`config.mk`:
```
export PLATFORM = sky130hd
export DESIGN_NAME = alarm_ctrl_flat
export DESIGN_NICKNAME = d
export VERILOG_FILES = /design/src/rtl/alarm_ctrl_if.sv /design/src/rtl/alarm_ctrl.sv /design/src/flat_wrapper.sv
export SDC_FILE = /design/constraint.sdc
export NUM_CORES = 1
export LEC_CHECK = 0
export CAP_MARGIN = 20
export CORE_MARGIN = 8
export CORE_UTILIZATION = 48
export CTS_BUF_LIST = sky130_fd_sc_hd__clkbuf_8
export CTS_CLUSTER_DIAMETER = 100
export DETAILED_ROUTE_END_ITERATION = 16
export PLACE_DENSITY = 0.79
export SYNTH_ARGS = -nofsm -noshare
export SYNTH_HDL_FRONTEND = slang
export SYNTH_SLANG_ARGS = --single-unit
```
`constraint.sdc`:
```
create_clock -name clk -period 1.74 [get_ports clk]
set_input_delay 0.174 -clock clk [delete_from_list [all_inputs] [get_ports clk]]
set_output_delay 0.174 -clock clk [all_outputs]
set_load 0.1 [all_outputs]
```
`src/rtl/alarm_ctrl_if.sv`:
```
// Signal bundle between the alarm sequencer, the user-button logic and the alarm comparator.
// The slave modport is the sequencer's view; master is the driving environment.
interface alarm_ctrl_if;
  logic       sec_tick;
  logic [5:0] curr_minutes;
  logic [4:0] curr_hours;
  logic [5:0] user_alarm_minutes;
  logic [4:0] user_alarm_hours;
  logic       user_set;
  logic       alarm_enable;
  logic       snooze_btn;
  logic       dismiss_btn;
  logic       alarm_trigger;
  logic       set_alarm;
  logic [5:0] new_alarm_minutes;
  logic [4:0] new_alarm_hours;
  logic       ringing;
  logic       snooze_active;
  logic [1:0] snooze_count;

  modport slave (
    input  sec_tick, curr_minutes, curr_hours, user_alarm_minutes, user_alarm_hours,
    input  user_set, alarm_enable, snooze_btn, dismiss_btn, alarm_trigger,
    output set_alarm, new_alarm_minutes, new_alarm_hours, ringing, snooze_active, snooze_count
  );

  modport master (
    output sec_tick, curr_minutes, curr_hours, user_alarm_minutes, user_alarm_hours,
    output user_set, alarm_enable, snooze_btn, dismiss_btn, alarm_trigger,
    input  set_alarm, new_alarm_minutes, new_alarm_hours, ringing, snooze_active, snooze_count
  );
endinterface

```
`src/rtl/alarm_ctrl.sv`:
```
// Alarm session sequencer: owns the base alarm time, programs the comparator and turns its
// level trigger into a ring / snooze / dismiss session with ring timeout and snooze limit.
module alarm_ctrl #(
  parameter int SNOOZE_MIN     = 5,
  parameter int RING_TIMEOUT_S = 60,
  parameter int MAX_SNOOZES    = 3
) (
  input  logic        clk,
  input  logic        rst,
  alarm_ctrl_if.slave bus
);

  localparam int CNT_W = (RING_TIMEOUT_S > 1) ? $clog2(RING_TIMEOUT_S + 1) : 1;

  typedef enum logic [1:0] {UNSET, ARMED, RINGING, SNOOZED} state_t;

  state_t           state;
  logic             trig_d;
  logic [5:0]       base_minutes;
  logic [4:0]       base_hours;
  logic [CNT_W-1:0] ring_cnt;
  logic             set_alarm_r;
  logic [5:0]       new_minutes_r;
  logic [4:0]       new_hours_r;
  logic             ringing_r;
  logic             snooze_active_r;
  logic [1:0]       snooze_cnt;

  logic             trig_rise;
  logic             in_session;
  logic             snooze_ok;
  logic             timeout;
  logic             do_dismiss;
  logic             ring_start;
  logic [10:0]      snooze_hm;

  // Current time plus SNOOZE_MIN, carrying into hours and wrapping 23 -> 0.
  function automatic logic [10:0] snooze_target(input logic [5:0] m, input logic [4:0] h);
    logic [6:0] sum;
    logic [6:0] wrapped;
    logic [4:0] next_h;
    sum = {1'b0, m} + 7'(SNOOZE_MIN);
    if (sum >= 7'd60) begin
      wrapped = sum - 7'd60;
      next_h  = (h == 5'd23) ? 5'd0 : h + 5'd1;
      return {next_h, wrapped[5:0]};
    end
    return {h, sum[5:0]};
  endfunction

  always_comb begin
    trig_rise  = bus.alarm_trigger & ~trig_d;
    in_session = (state == RINGING) || (state == SNOOZED);
    snooze_ok  = (state == RINGING) && bus.snooze_btn && (32'(snooze_cnt) < MAX_SNOOZES);
    timeout    = (state == RINGING) && bus.sec_tick &&
                 (ring_cnt == CNT_W'(RING_TIMEOUT_S - 1));
    // Snooze outranks a timeout landing on the same tick; button/enable dismisses outrank both.
    do_dismiss = (in_session && (bus.dismiss_btn || !bus.alarm_enable)) || (timeout && !snooze_ok);
    ring_start = ((state == ARMED) || (state == SNOOZED)) && trig_rise && bus.alarm_enable;
    snooze_hm  = snooze_target(bus.curr_minutes, bus.curr_hours);
  end

  always_ff @(posedge clk or negedge rst) begin
    if (!rst) begin
      state           <= UNSET;
      trig_d          <= 1'b0;
      base_minutes    <= '0;
      base_hours      <= '0;
      ring_cnt        <= '0;
      set_alarm_r     <= 1'b0;
      new_minutes_r   <= '0;
      new_hours_r     <= '0;
      ringing_r       <= 1'b0;
      snooze_active_r <= 1'b0;
      snooze_cnt      <= '0;
    end else begin
      trig_d      <= bus.alarm_trigger;
      set_alarm_r <= 1'b0;
      if (bus.user_set) begin
        base_minutes    <= bus.user_alarm_minutes;
        base_hours      <= bus.user_alarm_hours;
        new_minutes_r   <= bus.user_alarm_minutes;
        new_hours_r     <= bus.user_alarm_hours;
        set_alarm_r     <= 1'b1;
        snooze_cnt      <= '0;
        state           <= ARMED;
        ringing_r       <= 1'b0;
        snooze_active_r <= 1'b0;
      end else if (state != UNSET) begin
        if (do_dismiss) begin
          new_minutes_r   <= base_minutes;
          new_hours_r     <= base_hours;
          set_alarm_r     <= 1'b1;
          snooze_cnt      <= '0;
          state           <= ARMED;
          ringing_r       <= 1'b0;
          snooze_active_r <= 1'b0;
        end else if (snooze_ok) begin
          new_minutes_r   <= snooze_hm[5:0];
          new_hours_r     <= snooze_hm[10:6];
          set_alarm_r     <= 1'b1;
          snooze_cnt      <= snooze_cnt + 2'd1;
          state           <= SNOOZED;
          ringing_r       <= 1'b0;
          snooze_active_r <= 1'b1;
        end else if (ring_start) begin
          ring_cnt        <= '0;
          state           <= RINGING;
          ringing_r       <= 1'b1;
          snooze_active_r <= 1'b0;
        end else if ((state == RINGING) && bus.sec_tick) begin
          ring_cnt <= ring_cnt + 1'b1;
        end
      end
    end
  end

  assign bus.set_alarm         = set_alarm_r;
  assign bus.new_alarm_minutes = new_minutes_r;
  assign bus.new_alarm_hours   = new_hours_r;
  assign bus.ringing           = ringing_r;
  assign bus.snooze_active     = snooze_active_r;
  assign bus.snooze_count      = snooze_cnt;

endmodule

```
`src/flat_wrapper.sv`:
```
// flat-port wrapper written by rule: the top's interface ports become plain ports
module alarm_ctrl_flat 
#(
  parameter int SNOOZE_MIN     = 5,
  parameter int RING_TIMEOUT_S = 60,
  parameter int MAX_SNOOZES    = 3
)
  (clk, rst, bus_sec_tick, bus_curr_minutes, bus_curr_hours, bus_user_alarm_minutes, bus_user_alarm_hours, bus_user_set, bus_alarm_enable, bus_snooze_btn, bus_dismiss_btn, bus_alarm_trigger, bus_set_alarm, bus_new_alarm_minutes, bus_new_alarm_hours, bus_ringing, bus_snooze_active, bus_snooze_count);
  alarm_ctrl_if bus_i ();
  input  logic clk;
  input  logic rst;
  input wire logic [$bits(bus_i.sec_tick)-1:0] bus_sec_tick;
  input wire logic [$bits(bus_i.curr_minutes)-1:0] bus_curr_minutes;
  input wire logic [$bits(bus_i.curr_hours)-1:0] bus_curr_hours;
  input wire logic [$bits(bus_i.user_alarm_minutes)-1:0] bus_user_alarm_minutes;
  input wire logic [$bits(bus_i.user_alarm_hours)-1:0] bus_user_alarm_hours;
  input wire logic [$bits(bus_i.user_set)-1:0] bus_user_set;
  input wire logic [$bits(bus_i.alarm_enable)-1:0] bus_alarm_enable;
  input wire logic [$bits(bus_i.snooze_btn)-1:0] bus_snooze_btn;
  input wire logic [$bits(bus_i.dismiss_btn)-1:0] bus_dismiss_btn;
  input wire logic [$bits(bus_i.alarm_trigger)-1:0] bus_alarm_trigger;
  output wire logic [$bits(bus_i.set_alarm)-1:0] bus_set_alarm;
  output wire logic [$bits(bus_i.new_alarm_minutes)-1:0] bus_new_alarm_minutes;
  output wire logic [$bits(bus_i.new_alarm_hours)-1:0] bus_new_alarm_hours;
  output wire logic [$bits(bus_i.ringing)-1:0] bus_ringing;
  output wire logic [$bits(bus_i.snooze_active)-1:0] bus_snooze_active;
  output wire logic [$bits(bus_i.snooze_count)-1:0] bus_snooze_count;
  assign bus_i.sec_tick = bus_sec_tick;
  assign bus_i.curr_minutes = bus_curr_minutes;
  assign bus_i.curr_hours = bus_curr_hours;
  assign bus_i.user_alarm_minutes = bus_user_alarm_minutes;
  assign bus_i.user_alarm_hours = bus_user_alarm_hours;
  assign bus_i.user_set = bus_user_set;
  assign bus_i.alarm_enable = bus_alarm_enable;
  assign bus_i.snooze_btn = bus_snooze_btn;
  assign bus_i.dismiss_btn = bus_dismiss_btn;
  assign bus_i.alarm_trigger = bus_alarm_trigger;
  assign bus_set_alarm = bus_i.set_alarm;
  assign bus_new_alarm_minutes = bus_i.new_alarm_minutes;
  assign bus_new_alarm_hours = bus_i.new_alarm_hours;
  assign bus_ringing = bus_i.ringing;
  assign bus_snooze_active = bus_i.snooze_active;
  assign bus_snooze_count = bus_i.snooze_count;
  alarm_ctrl #(.SNOOZE_MIN(SNOOZE_MIN), .RING_TIMEOUT_S(RING_TIMEOUT_S), .MAX_SNOOZES(MAX_SNOOZES)) u_core (.clk(clk), .rst(rst), .bus(bus_i));
endmodule
```
==> results.cfg, run 1 <==
[pwr]
max-vdd-ir-drop_v = 0.0005634
p_per_area_nw_per_um2 = 656.7
p_leak_nw = 1.698

[run_status]
violations = negative setup slack
status = complete, but fails checks

[clock_network]
cts.root.buffer_cell = clkbuf_8
htree_levels = 2
clk_path_buf_depth = 2
clock_latency_ns = 0.30
ctsHoldBuffers = 0
numCtsBuffers = 5
clock-sinks = 36
path_clk_slew_ns = 0.08
cts_tree = done

[timing]
slew_headroom = 0.6398
slew_violations = 0
fin_crit_ns = 2.098
max_freq_mhz = 476.6
finalSetupViolCount = 24
worst_pin_slew_ns = 0.5354
hold_viol_final = 0
rsz0062_at_grt = true
layout_setup_ws_ns = -0.3580
holdWs_ns = 0.2469
fin_skew_ns = 0.006010
finalCritPeriodShare = 1.206

[routing]
drt_iter0_drc = 240
vias = 2622
wl_um = 8307
routedWlPerCell_um = 19.73
first_pass_iters = 7
drc = 0
via_per_inst = 6.228
ant_nets = 0

[critical_path]
reg2reg_depth = 6
critPathMaxStageDelay_ns = 0.53
end_kind = flip-flop
cp_top_family = simple AND/OR/NAND/NOR gates
cp.required_ns = 1.91
crit_type = flip-flop to flip-flop
worstSetupStartpoint = u_core.ring_cnt[1]$_DFFE_PN0P_
arrival_ns = 2.27
crit_path_top_delay_cell = or4_4
r2r_start = u_core.ring_cnt[1]$_DFFE_PN0P_
critPathLaunchType = flip-flop
reg2reg_slack_ns = -0.36
cp_max_fo = 6
cp_num_buf_inv = 0
path_cells = ha_2 -> nand4_1 -> or4_4 -> nand3_4 -> a211oi_2 -> or4_1
r2r-end = u_core.bus.new_alarm_minutes[3]$_DFFE_PN0P_

[yosys]
seq_area_frac_synth = 0.4043
muxShareOfSynthArea = 0.01516
synth_top_family_by_area = compound AO/OA/AOI/OAI gates
synth_area_leader_cell = dfrtp_1
synth_compound_area_frac = 0.2426
yosysMostFrequentCell = dfrtp_1
syn_inst = 242
synth-simple-area-share = 0.2392
synthAdderAreaFrac = 0.03369
yosys_warnings = 0
syn_area_sq_um = 2228
synth_top_area_frac = 0.4043
ys_types = 64
async_flop_share = 1.000
syn_nets = 278
synthFlopType = dfrtp_1
synth_edf_count = 0
synth_seq_cells = 36
synth_area_leaders = dfrtp_1, o21ai_0, ha_1
postSynthAreaPerCell_sq_um = 9.208
synth_xor_area_frac = 0.01572
yosys-top-cells-count = dfrtp_1, o21ai_0, nand2_1, nor2_1, inv_1

[floorplan]
dieArea_sq_um = 7079
chipWidth_um = 84.14
start_util = 0.5048
coreArea_sq_um = 4414
die_h_um = 84.14
io_pins = 46
rows = 24

[global_routing]
grt_max_degree = 37
grt_pass1_wl_um = 12390
grt_overflow = 0
antenna_found_initial = 0
grt.total_usage = 0.2087
grt_pass1_vias = 2542

[finish]
fill_cells = 238
synthToLayoutAreaGrowth_pct = 66.42
drive_above_1_share = 0.4309
nets = 404
diodes = 0

[flow_run]
cap_viol_max_count = 0

[placed_design]
io_buffer_count = 45
dp_hpwl_um = 5337
place_ws_ns = -0.7210
gp_congestion = 0.9003

[min_path]
worst_hold_path_type = primary input to asynchronous set/reset pin
[through the flow]
stage	TNS (ns)	total power [mW]	utilization	instances	instance area [sq um]
after global routing	-6.258	2.527	0.8401	421	3709
final	-5.268	2.435	0.8401	421	3709
after detailed placement	-7.796	1.755	0.7381	397	3258
after global placement	-7.117	1.740	0.7381	397	3258
after CTS	-3.494	2.395	0.7999	411	3531
after floorplan	-4.640	1.422	-	242	2275
[worst register-to-register path: cells and delay by family (launching register included)]
family / cells / cell delay (ns)
AO/OA/AOI/OAI: 1 / 0.05
flip-flops: 1 / 0.37
AND/OR/NAND/NOR: 4 / 1.37
adder cells (fa/ha/maj): 1 / 0.19
[kinds of logic (layout without fill, tap and decap cells)]
family          Yosys count  count (layout)
compound gates           78              78
xor+xnor                  4               4
fa+ha+maj                 6               6
buf+inv                  24             151
flops                    36              36
mux                       3               3
simple gates             91              91
[flip-flops by register name, summed over array words and instances (netlist names)]
register	cells
u_core.trig_d	1
u_core.bus.snooze_count	2
u_core.base_minutes	6
u_core.bus.snooze_active	1
u_core.bus.new_alarm_minutes	6
u_core.bus.set_alarm	1
u_core.state	2
u_core.base_hours	5
u_core.bus.ringing	1
u_core.bus.new_alarm_hours	5
u_core.ring_cnt	6
[routing by layer]
metal / routed length [um] / global-route usage / part of all wire
met1: 3184 / 0.2526 / 0.38
met3: 667 / 0.05314 / 0.080
met5: 0 / 0 / 0
met4: 441 / 0.08948 / 0.053
met2: 4015 / 0.3419 / 0.48
[worst max-delay path by stage]
| stage | to | slack (ns) | cells after the start |
|---|---|---|---|
| 6_report | u_core.bus.new_alarm_minutes[3]$_DFFE_PN0P_ | -0.36 | 6 |
| 4_1_cts | u_core.bus.new_alarm_minutes[3]$_DFFE_PN0P_ | -0.29 | 6 |
| 2_1_floorplan | u_core.bus.new_alarm_minutes[3]$_DFFE_PN0P_ | -0.43 | 7 |
| 3_3_place_gp | u_core.bus.new_alarm_hours[4]$_DFFE_PN0P_ | -0.63 | 8 |
| 5_1_grt | u_core.bus.new_alarm_minutes[3]$_DFFE_PN0P_ | -0.39 | 6 |
| 3_5_place_dp | u_core.bus.new_alarm_minutes[3]$_DFFE_PN0P_ | -0.72 | 8 |
[area by class of cell]
cell class / instances / area, sq um / share of cell area
clock buffer: 5 / 68.82 / 0.01856
clock inverter: 3 / 18.77 / 0.005061
tap: 52 / 65.06 / 0.01754
inverter: 13 / 53.80 / 0.01451
multi-input combinational: 182 / 1455 / 0.3924
sequential: 36 / 908.4 / 0.2449
timing repair buffer: 130 / 1139 / 0.3070
[report_power, final]
part / total (mW) / switching (mW) / internal (mW)
clock: 0.612 / 0.332 / 0.279
combinational: 0.878 / 0.550 / 0.328
sequential: 0.946 / 0.0479 / 0.898
total: 2.44 / 0.930 / 1.51
[placed cells by master (no fill, tap or decap), drive strengths merged, types with 3 or more instances in the layout]
cell / netlist / layout
a21oi: 9 / 9
a211oi: 3 / 3
o311ai: 3 / 3
nand2: 21 / 21
nand4: 6 / 6
o211ai: 3 / 3
nor4: 7 / 7
clkdlybuf4s50: 0 / 25
o2111ai: 3 / 3
a31oi: 7 / 7
nor3: 3 / 3
a21boi: 4 / 4
clkinv: 1 / 4
nand3b: 4 / 4
dfrtp: 36 / 36
clkbuf: 8 / 5
nand3: 9 / 9
and2: 6 / 6
buf: 3 / 101
o21ai: 27 / 27
xnor2: 3 / 3
nor2: 15 / 15
ha: 6 / 6
nand2b: 4 / 4
inv: 12 / 12
mux2: 3 / 3
[repair_timing]
item                       CTS  global route
setup endpoints to repair   20            23
cloned                       0             0
pin swaps                    9            10
setup buffers                6            10
resized for setup           34            24
Note: power is estimated with default switching activity, not from simulation.
==> run 2: changes to the inputs <==
--- a/config.mk
+++ b/config.mk
@@ -6,6 +6,7 @@
 export NUM_CORES = 1
 export LEC_CHECK = 0
 export CAP_MARGIN = 20
+export CORE_ASPECT_RATIO = 1.4
 export CORE_MARGIN = 8
 export CORE_UTILIZATION = 48
 export CTS_BUF_LIST = sky130_fd_sc_hd__clkbuf_8
==> results.cfg, run 2 (same netlist as run 1, synthesis figures left out) <==
[global_routing]
grt_max_degree = 37
grt_overflow = 0
grt.total_usage = 0.2411
grt_pass1_wl_um = 13520
antenna_found_initial = 0
grt_pass1_vias = 2835

[flow_run]
cap_viol_max_count = 0

[finish]
synthToLayoutAreaGrowth_pct = 71.48
layout_commonest_cell = buf_4
diodes = 0
final_cell_mix = buf_4, dfrtp_1, clkdlybuf4s50_1
drive_above_1_share = 0.4439
fill_cells = 245
nets = 409

[pwr]
p_leak_nw = 1.718
max-vdd-ir-drop_v = 0.0004701
p_per_area_nw_per_um2 = 759.1
finalPower_mw = 2.901

[floorplan]
dieArea_sq_um = 7110
chipWidth_um = 73.59
rows = 29
io_pins = 46
start_util = 0.4953
coreArea_sq_um = 4499
die_h_um = 96.62

[timing]
slew_violations = 0
finalSetupViolCount = 22
hold_viol_final = 0
worst_pin_slew_ns = 0.5378
finalCritPeriodShare = 1.210
slew_headroom = 0.6377
layout_setup_ws_ns = -0.3661
max_freq_mhz = 474.8
rsz0062_at_grt = true
fin_setup_tns_ns = -4.523
fin_skew_ns = 0.003689
fin_crit_ns = 2.106

[clock_network]
htree_levels = 2
numCtsBuffers = 5
cts_tree = done
path_clk_slew_ns = 0.08
ctsHoldBuffers = 0
cts.root.buffer_cell = clkbuf_8
clock_latency_ns = 0.30
clk_path_buf_depth = 2
clock-sinks = 36

[routing]
vias = 2765
first_pass_iters = 5
drt_iter0_drc = 201
ant_nets = 0
wl_um = 9364
drc = 0
via_per_inst = 6.342
routedWlPerCell_um = 21.48

[run_status]
status = complete, but fails checks
violations = negative setup slack

[critical_path]
cp.required_ns = 1.90
cp_max_fo = 4
reg2reg_slack_ns = -0.37
crit_type = flip-flop to flip-flop
critPathLaunchType = flip-flop
arrival_ns = 2.27
end_kind = flip-flop

[placed_design]
io_buffer_count = 45
gp_congestion = 0.9099
dp_hpwl_um = 5482

[min_path]
worst_hold_path_type = primary input to asynchronous set/reset pin
[run 2: cell types whose count changed in the layout (fill, tap and decap cells not counted), sizes merged]
cell / change
buf: +5
bufinv: +3
clkinv: -3
dlygate4sd2: +2
dlymetal6s2s: -2
[run 2: area by class of cell]
| class | count | area, sq um | area share |
|---|---|---|---|
| clock buffers | 5 | 68.82 | 0.01801 |
| flip-flops and latches | 36 | 908.4 | 0.2377 |
| repair buffers | 135 | 1167 | 0.3055 |
| clock inverters | 3 | 90.09 | 0.02358 |
| well taps | 62 | 77.57 | 0.02030 |
| multi-input cells | 182 | 1455 | 0.3808 |
| inverters | 13 | 53.80 | 0.01408 |
[run 2: metal layers]
layer | part of all wire | track usage | wire, um | up-vias
met1 | 0.34 | 0.2559 | 3172 | 1316
met2 | 0.52 | 0.4110 | 4832 | 204
met5 | 0 | 0 | 0 | -
li1 | - | - | - | 1177
met4 | 0.074 | 0.1607 | 695 | 0
met3 | 0.071 | 0.04545 | 663 | 68
[run 2: worst max-delay path: stages, from the launching register on]
cell and delay [ns]:
dfrtp_4 0.50, ha_4 0.19, nor2b_4 0.14, buf_6 0.13
nor4_4 0.05, buf_4 0.16, o21ai_0 0.25, a21oi_1 0.13
or4_1 0.43
[run 2: final timing paths]
path | endpoint | start | depth (start not counted)
hold reg to reg | u_core.base_minutes[2]$_DFFE_PN0P_ | u_core.base_minutes[2]$_DFFE_PN0P_ | 2
min in group clk | u_core.trig_d$_DFF_PN0_ | bus_alarm_trigger | 1
max in group asynchronous | u_core.bus.snooze_count[1]$_DFFE_PN0P_ | rst | 2
setup / recovery | u_core.bus.new_alarm_minutes[3]$_DFFE_PN0P_ | u_core.bus.snooze_count[0]$_DFFE_PN0P_ | 8
hold / removal | u_core.bus.set_alarm$_DFF_PN0_ | rst | 2
setup reg to reg | u_core.bus.new_alarm_minutes[3]$_DFFE_PN0P_ | u_core.bus.snooze_count[0]$_DFFE_PN0P_ | 8
[run 2: metrics by stage]
stage	cells	cell area (sq um)	util	hold WS (ns)	setup slack, ns
3_3_place_gp	407	3258	0.7241	0.4601	-0.6314
2_1_floorplan	242	2275	-	-0.1216	-0.4272
5_1_grt	436	3821	0.8493	0.3546	-0.4569
6_report	436	3821	0.8493	0.2996	-0.3661
3_5_place_dp	407	3258	0.7241	0.4694	-0.7498
4_1_cts	433	3677	0.8173	0.3217	-0.3116
[run 2: timing repair]
action / CTS / global route
gates resized for setup: 34 / 30
pin swaps: 12 / 10
buffers inserted: 18 / 5
endpoints found under the setup margin: 18 / 22
[run 2: where the power goes]
group          internal, mW  leakage, nW  switching (mW)  total [mW]
clock                 0.717       0.0784           0.332        1.05
combinational         0.343         1.19           0.563       0.906
sequential            0.898        0.447          0.0475       0.945
total                  1.96         1.72           0.942        2.90
